**config.mk**
```make
export PLATFORM = sky130hd
export DESIGN_NAME = spi_req_arbiter
export DESIGN_NICKNAME = d
export VERILOG_FILES = /design/src/rtl/spi_arb_pkg.sv /design/src/rtl/spi_req_arbiter_rr.sv /design/src/rtl/spi_req_arbiter.sv
export SDC_FILE = /design/constraint.sdc
export NUM_CORES = 1
export LEC_CHECK = 0
export CELL_PAD_IN_SITES_DETAIL_PLACEMENT = 0
export CELL_PAD_IN_SITES_GLOBAL_PLACEMENT = 1
export CORE_ASPECT_RATIO = 1.25
export CORE_MARGIN = 2
export CORE_UTILIZATION = 47
export CTS_BUF_LIST = sky130_fd_sc_hd__clkbuf_8
export DETAILED_ROUTE_END_ITERATION = 16
export PLACE_DENSITY = 0.85
export SYNTH_ARGS = -nofsm -noshare
export SYNTH_HDL_FRONTEND = slang
export SYNTH_SLANG_ARGS = --single-unit
```
**constraint.sdc**
```tcl
create_clock -name clk -period 4.9 [get_ports clk]
set_input_delay 0.49 -clock clk [delete_from_list [all_inputs] [get_ports clk]]
set_output_delay 0.49 -clock clk [all_outputs]
set_load 0.01 [all_outputs]
```
**src/rtl/spi_arb_pkg.sv**
```systemverilog
// Shared types and defaults for the SPI requester arbiter.
package spi_arb_pkg;

  typedef enum logic [2:0] {
    ST_IDLE  = 3'd0,
    ST_ARB   = 3'd1,
    ST_START = 3'd2,
    ST_WAIT  = 3'd3,
    ST_DONE  = 3'd4,
    ST_GAP   = 3'd5
  } state_t;

  localparam int DEF_GAP_CYCLES = 20;
  localparam int DEF_TIMEOUT    = 50000;

  function automatic int rr_wrap(input int v, input int n);
    return (v >= n) ? v - n : v;
  endfunction

endpackage

```
**src/rtl/spi_req_arbiter_rr.sv**
```systemverilog
// Round-robin pick: lowest requesting index at or above the pointer,
// wrapping modulo NREQ.
module rr_arbiter
  import spi_arb_pkg::*;
#(
  parameter int NREQ = 4,
  parameter int IW   = $clog2(NREQ)
) (
  input  logic [NREQ-1:0] i_req,
  input  logic [IW-1:0]   i_ptr,
  output logic [IW-1:0]   o_idx,
  output logic            o_any
);

  logic [NREQ-1:0] w_oh;
  logic            w_found;

  always_comb begin
    w_oh    = '0;
    w_found = 1'b0;
    for (int i = 0; i < NREQ; i++) begin
      if (!w_found && i_req[IW'(rr_wrap(int'(i_ptr) + i, NREQ))]) begin
        w_found = 1'b1;
        w_oh[IW'(rr_wrap(int'(i_ptr) + i, NREQ))] = 1'b1;
      end
    end
  end

  always_comb begin
    o_idx = '0;
    for (int k = 0; k < NREQ; k++) begin
      if (w_oh[k]) o_idx = IW'(k);
    end
  end

  assign o_any = w_found;

endmodule

```
**src/rtl/spi_req_arbiter.sv**
```systemverilog
// Shares one spi_ctrl between NREQ requesters: round-robin grant,
// spi_over completion, CS-high gap and hung-transaction timeout.
module spi_req_arbiter
  import spi_arb_pkg::*;
#(
  parameter int NREQ       = 4,
  parameter int GAP_CYCLES = DEF_GAP_CYCLES,
  parameter int TIMEOUT    = DEF_TIMEOUT,
  parameter int TO_W       = 16
) (
  input  logic            clk,
  input  logic            rst,
  input  logic [NREQ-1:0] req,
  input  logic [NREQ-1:0] req_tx,
  input  logic [NREQ-1:0] req_rx,
  input  logic [NREQ-1:0] req_mode,
  output logic [NREQ-1:0] gnt,
  output logic [NREQ-1:0] done,
  output logic [NREQ-1:0] err,
  output logic            busy,
  output logic            spi_tx_en,
  output logic            spi_rx_en,
  output logic            mode_select,
  input  logic            spi_over
);

  localparam int IW = $clog2(NREQ);
  localparam int GW = $clog2(GAP_CYCLES + 1);
  localparam logic [TO_W-1:0] TO_LAST  = TO_W'(TIMEOUT - 1);
  localparam logic [GW-1:0]   GAP_LAST = GW'(GAP_CYCLES - 1);

  state_t          r_state;
  logic [IW-1:0]   r_idx;
  logic [IW-1:0]   r_ptr;
  logic [TO_W-1:0] r_to_cnt;
  logic [GW-1:0]   r_gap_cnt;
  logic            r_tx_l;
  logic            r_rx_l;
  logic [NREQ-1:0] r_gnt;
  logic [NREQ-1:0] r_done;
  logic [NREQ-1:0] r_err;
  logic            r_tx_en;
  logic            r_rx_en;
  logic            r_mode;
  logic            r_ov_s1;
  logic            r_ov_s2;
  logic            r_ov_d;

  logic [IW-1:0]   w_pick;
  logic            w_any;
  logic [NREQ-1:0] w_idx_oh;
  logic [IW-1:0]   w_next_ptr;
  logic            w_ov_rise;

  rr_arbiter #(.NREQ(NREQ), .IW(IW)) u_rr (
    .i_req (req),
    .i_ptr (r_ptr),
    .o_idx (w_pick),
    .o_any (w_any)
  );

  assign w_idx_oh   = {{(NREQ-1){1'b0}}, 1'b1} << r_idx;
  assign w_next_ptr = (r_idx == IW'(NREQ - 1)) ? '0 : r_idx + 1'b1;
  // Only a fresh edge counts, so a level left high from a previous frame is ignored.
  assign w_ov_rise  = r_ov_s2 & ~r_ov_d;

  always_ff @(posedge clk) begin
    if (rst) begin
      r_state   <= ST_IDLE;
      r_idx     <= '0;
      r_ptr     <= '0;
      r_to_cnt  <= '0;
      r_gap_cnt <= '0;
      r_tx_l    <= 1'b0;
      r_rx_l    <= 1'b0;
      r_gnt     <= '0;
      r_done    <= '0;
      r_err     <= '0;
      r_tx_en   <= 1'b0;
      r_rx_en   <= 1'b0;
      r_mode    <= 1'b0;
      r_ov_s1   <= 1'b0;
      r_ov_s2   <= 1'b0;
      r_ov_d    <= 1'b0;
    end else begin
      r_ov_s1 <= spi_over;
      r_ov_s2 <= r_ov_s1;
      r_ov_d  <= r_ov_s2;
      r_done  <= '0;
      r_err   <= '0;
      unique case (r_state)
        ST_IDLE: begin
          if (w_any) begin
            r_idx   <= w_pick;
            r_state <= ST_ARB;
          end
        end
        ST_ARB: begin
          if (req_tx[r_idx] | req_rx[r_idx]) begin
            r_tx_l  <= req_tx[r_idx];
            r_rx_l  <= req_rx[r_idx];
            r_mode  <= req_mode[r_idx];
            r_gnt   <= w_idx_oh;
            r_state <= ST_START;
          end else begin
            r_err     <= w_idx_oh;
            r_ptr     <= w_next_ptr;
            r_gap_cnt <= '0;
            r_state   <= ST_GAP;
          end
        end
        ST_START: begin
          r_tx_en  <= r_tx_l;
          r_rx_en  <= r_rx_l;
          r_to_cnt <= '0;
          r_state  <= ST_WAIT;
        end
        ST_WAIT: begin
          r_to_cnt <= r_to_cnt + 1'b1;
          if (w_ov_rise) begin
            r_tx_en <= 1'b0;
            r_rx_en <= 1'b0;
            r_done  <= w_idx_oh;
            r_state <= ST_DONE;
          end else if (r_to_cnt == TO_LAST) begin
            r_tx_en   <= 1'b0;
            r_rx_en   <= 1'b0;
            r_err     <= w_idx_oh;
            r_gnt     <= '0;
            r_ptr     <= w_next_ptr;
            r_gap_cnt <= '0;
            r_state   <= ST_GAP;
          end
        end
        ST_DONE: begin
          r_gnt     <= '0;
          r_ptr     <= w_next_ptr;
          r_gap_cnt <= '0;
          r_state   <= ST_GAP;
        end
        ST_GAP: begin
          if (r_gap_cnt == GAP_LAST) r_state <= ST_IDLE;
          else r_gap_cnt <= r_gap_cnt + 1'b1;
        end
        default: r_state <= ST_IDLE;
      endcase
    end
  end

  assign gnt         = r_gnt;
  assign done        = r_done;
  assign err         = r_err;
  assign busy        = (r_state != ST_IDLE);
  assign spi_tx_en   = r_tx_en;
  assign spi_rx_en   = r_rx_en;
  assign mode_select = r_mode;

endmodule
```
==> results.txt <==
hold-fix buffer count after cts: 0
port buffer count: 34
Mapped Area: 2650 sq um
commonest non-fill, non-tap cell in the layout: dfxtp_1
TNS Setup: 0 ns
total die area: 6260 sq um
vias: 2320
ys flop type: dfxtp_1
fin. max-slew vios: 0
fillers: 505
Top Ports: 35
WP data arrival: 2.98 ns
Antenna Nets Post-Route: 0
CTS tree: done
RSZ-0062 raised after global routing: no
#FFs+latches synth: 48
die height: 88.0 microns
max_slew headroom: 47.1%
hpwl dp: 4.47 mm
layout cells sized above 1: 7.95%
largest cells by area after synthesis: dfxtp_1 36%, ha_1 6.6%, mux4_2 5.9%
final setup vio count: 0
Clk Latency, worst-skew pair: 0.30 ns
crit path kind: reg -> reg
drt pass-1 iters: 4
Total GRT Usage: 19.8%
cts bufs inserted: 5
number of global-route vias before repair: 2185
maxcap violations: 0
syn_nets: 331
Unique masters post-synth: 52
FF-to-FF Start: r_ptr[0]
share of async-settable or async-resettable flops after synthesis: 0%
postcts setup bufs: 0
final hold vios: 0
Tightest Pin Transition: 0.791 ns
Clock Path Buffers: 2
FF+latch area: 961 sq um
Core ar.: 5440 sq um
clock sink count: 48
Final Power: 0.00127 W
R2R cell count: 7
sequential area share after synthesis: 36.2%
Gate Count Post-Synth: 298
CTS root buffer: clkbuf_8
CP Launch Type: flop
Hold Path Depth: 1
DR WL/cell: 15.1 microns
combined area of the multi-input logic cells: 1580 sq um
clock slew at reported path FFs: 0.09 ns
routed vias/inst: 5.93
Final Net Count: 359
Hold Startpoint: r_ov_s2
VDD IR max: 314 uV
outcome: completed
row count: 30
Worst EP required: 5.14 ns
Die X: 71.2 microns
Hold WC Path Type: reg -> reg
Starting Density: 48.7%
worst clock skew: 0.00406 ns
H-tree depth: 2
area leader, netlist: dfxtp_1
n_diodes: 0
first-pass GRT wire length: 10.1 mm
Leak: 1.01 nW
DRC: 0
Syn Area/Cell: 8.90 sq um
post-route minimum period: 2.74 ns
initial antenna violation count: 0
GP Congestion: 0.780
commonest cells after routing, fill and taps aside: 48 x dfxtp_1, 34 x clkdlybuf4s50_1, 26 x a21oi_1
Routed WL: 5.89 mm
Area growth syn-to-layout: 18.5%
PostCTS Resize Cnt: 0
largest net degree at the start of global routing: 24
gr ovfl total: 0
maximum fanout along the worst path: 16
PD cells: 405 nW/um^2
fin crit share: 55.8%
Initial DRC Count: 109
number of enable flip-flop cells after synthesis: 0
Critical path origin: r_ptr[0]
fmax: 0.366 GHz
synth warn: 0
Crit. End Element: flop
Synth top area share: 36.2%
-- stage by stage --
stage | hold WS (ns) | utilization (%) | instance area, sq um | worst slack (ns) | cells
2_1_floorplan | 0.414 | - | 2650 | 2.34 | 298
3_3_place_gp | 0.442 | 55.6 | 3030 | 2.16 | 383
3_5_place_dp | 0.445 | 55.6 | 3030 | 2.11 | 383
4_1_cts | 0.468 | 57.7 | 3140 | 2.11 | 391
5_1_grt | 0.480 | 57.7 | 3140 | 1.87 | 391
6_report | 0.463 | 57.7 | 3140 | 2.16 | 391
-- critical path: stages, from the launching register on --
cell,delay (ns)
dfxtp_1,0.74
inv_1,0.27
ha_1,0.48
or3b_2,0.48
o32ai_1,0.25
o211ai_1,0.17
o2111a_1,0.17
o21ai_1,0.11
-- worst paths after layout --
path               to  slack (ns)
max          r_idx[0]        2.16
min            r_ov_d        0.46
min reg2reg    r_ov_d        0.46
max reg2reg  r_idx[0]        2.16
-- where the power goes --
part	internal, W	leakage, nW	switching (W)
registers	0.000431	0.389	0.0000793
logic	0.000224	0.562	0.000250
clock network	0.000154	0.0548	0.000137
total	0.000808	1.01	0.000466
-- layout make-up --
cell class,instances,share of cell area (%)
clock buffers,5,2.19
clock inverters,3,1.47
inverters,16,1.91
multi-input cells,220,50.2
flip-flops and latches,48,30.6
well taps,64,2.55
repair buffers,35,11.1
-- synthesized netlist by cell type, types with 2 or more instances --
library cell,instances
o21ai_1,3
a21oi_1,26
nand4_1,3
nor3_1,5
mux2i_1,5
nand2_1,19
or3_1,6
mux4_2,7
o32ai_1,5
mux2_2,3
nand3_1,16
o311ai_0,5
nor3b_1,2
nor2_1,23
o211ai_1,6
inv_1,16
o31ai_1,2
nor2b_1,5
o2111a_1,2
nand3b_1,4
o21ai_0,6
clkbuf_1,13
dfxtp_1,48
nor4_1,3
a41oi_1,3
nand2b_1,12
and2_1,4
a311oi_1,2
ha_1,14
or3b_2,2
or4_1,7
-- per-layer routing --
layer / part of all wire (%) / up-vias / GRT usage, %
met5: 0 / - / 0
met4: 1.0 / 0 / 5.49
met3: 2.2 / 7 / 2.99
met2: 56 / 30 / 38.2
met1: 40 / 1114 / 22.2
li1: - / 1169 / -
-- cell families (layout without fill, tap and decap cells) --
| kind of cell | after synthesis | after routing | share of synthesized area [%] |
|---|---|---|---|
| flops | 48 | 48 | 36.2 |
| fa+ha+maj | 14 | 14 | 6.60 |
| mux | 15 | 15 | 9.10 |
| buf+inv | 30 | 59 | 4.25 |
| compound gates | 71 | 71 | 18.4 |
| simple gates | 120 | 120 | 25.4 |
-- sequential cells by signal, indices dropped and copies added (netlist names) --
signal,flops
r_ov_s2,1
mode_select,1
r_gap_cnt,5
r_rx_l,1
r_idx,2
r_ov_d,1
err,4
r_ptr,2
r_ov_s1,1
done,4
spi_rx_en,1
r_tx_l,1
gnt,4
r_to_cnt,16
r_state,3
spi_tx_en,1
Power figures use the tool's default switching activity.
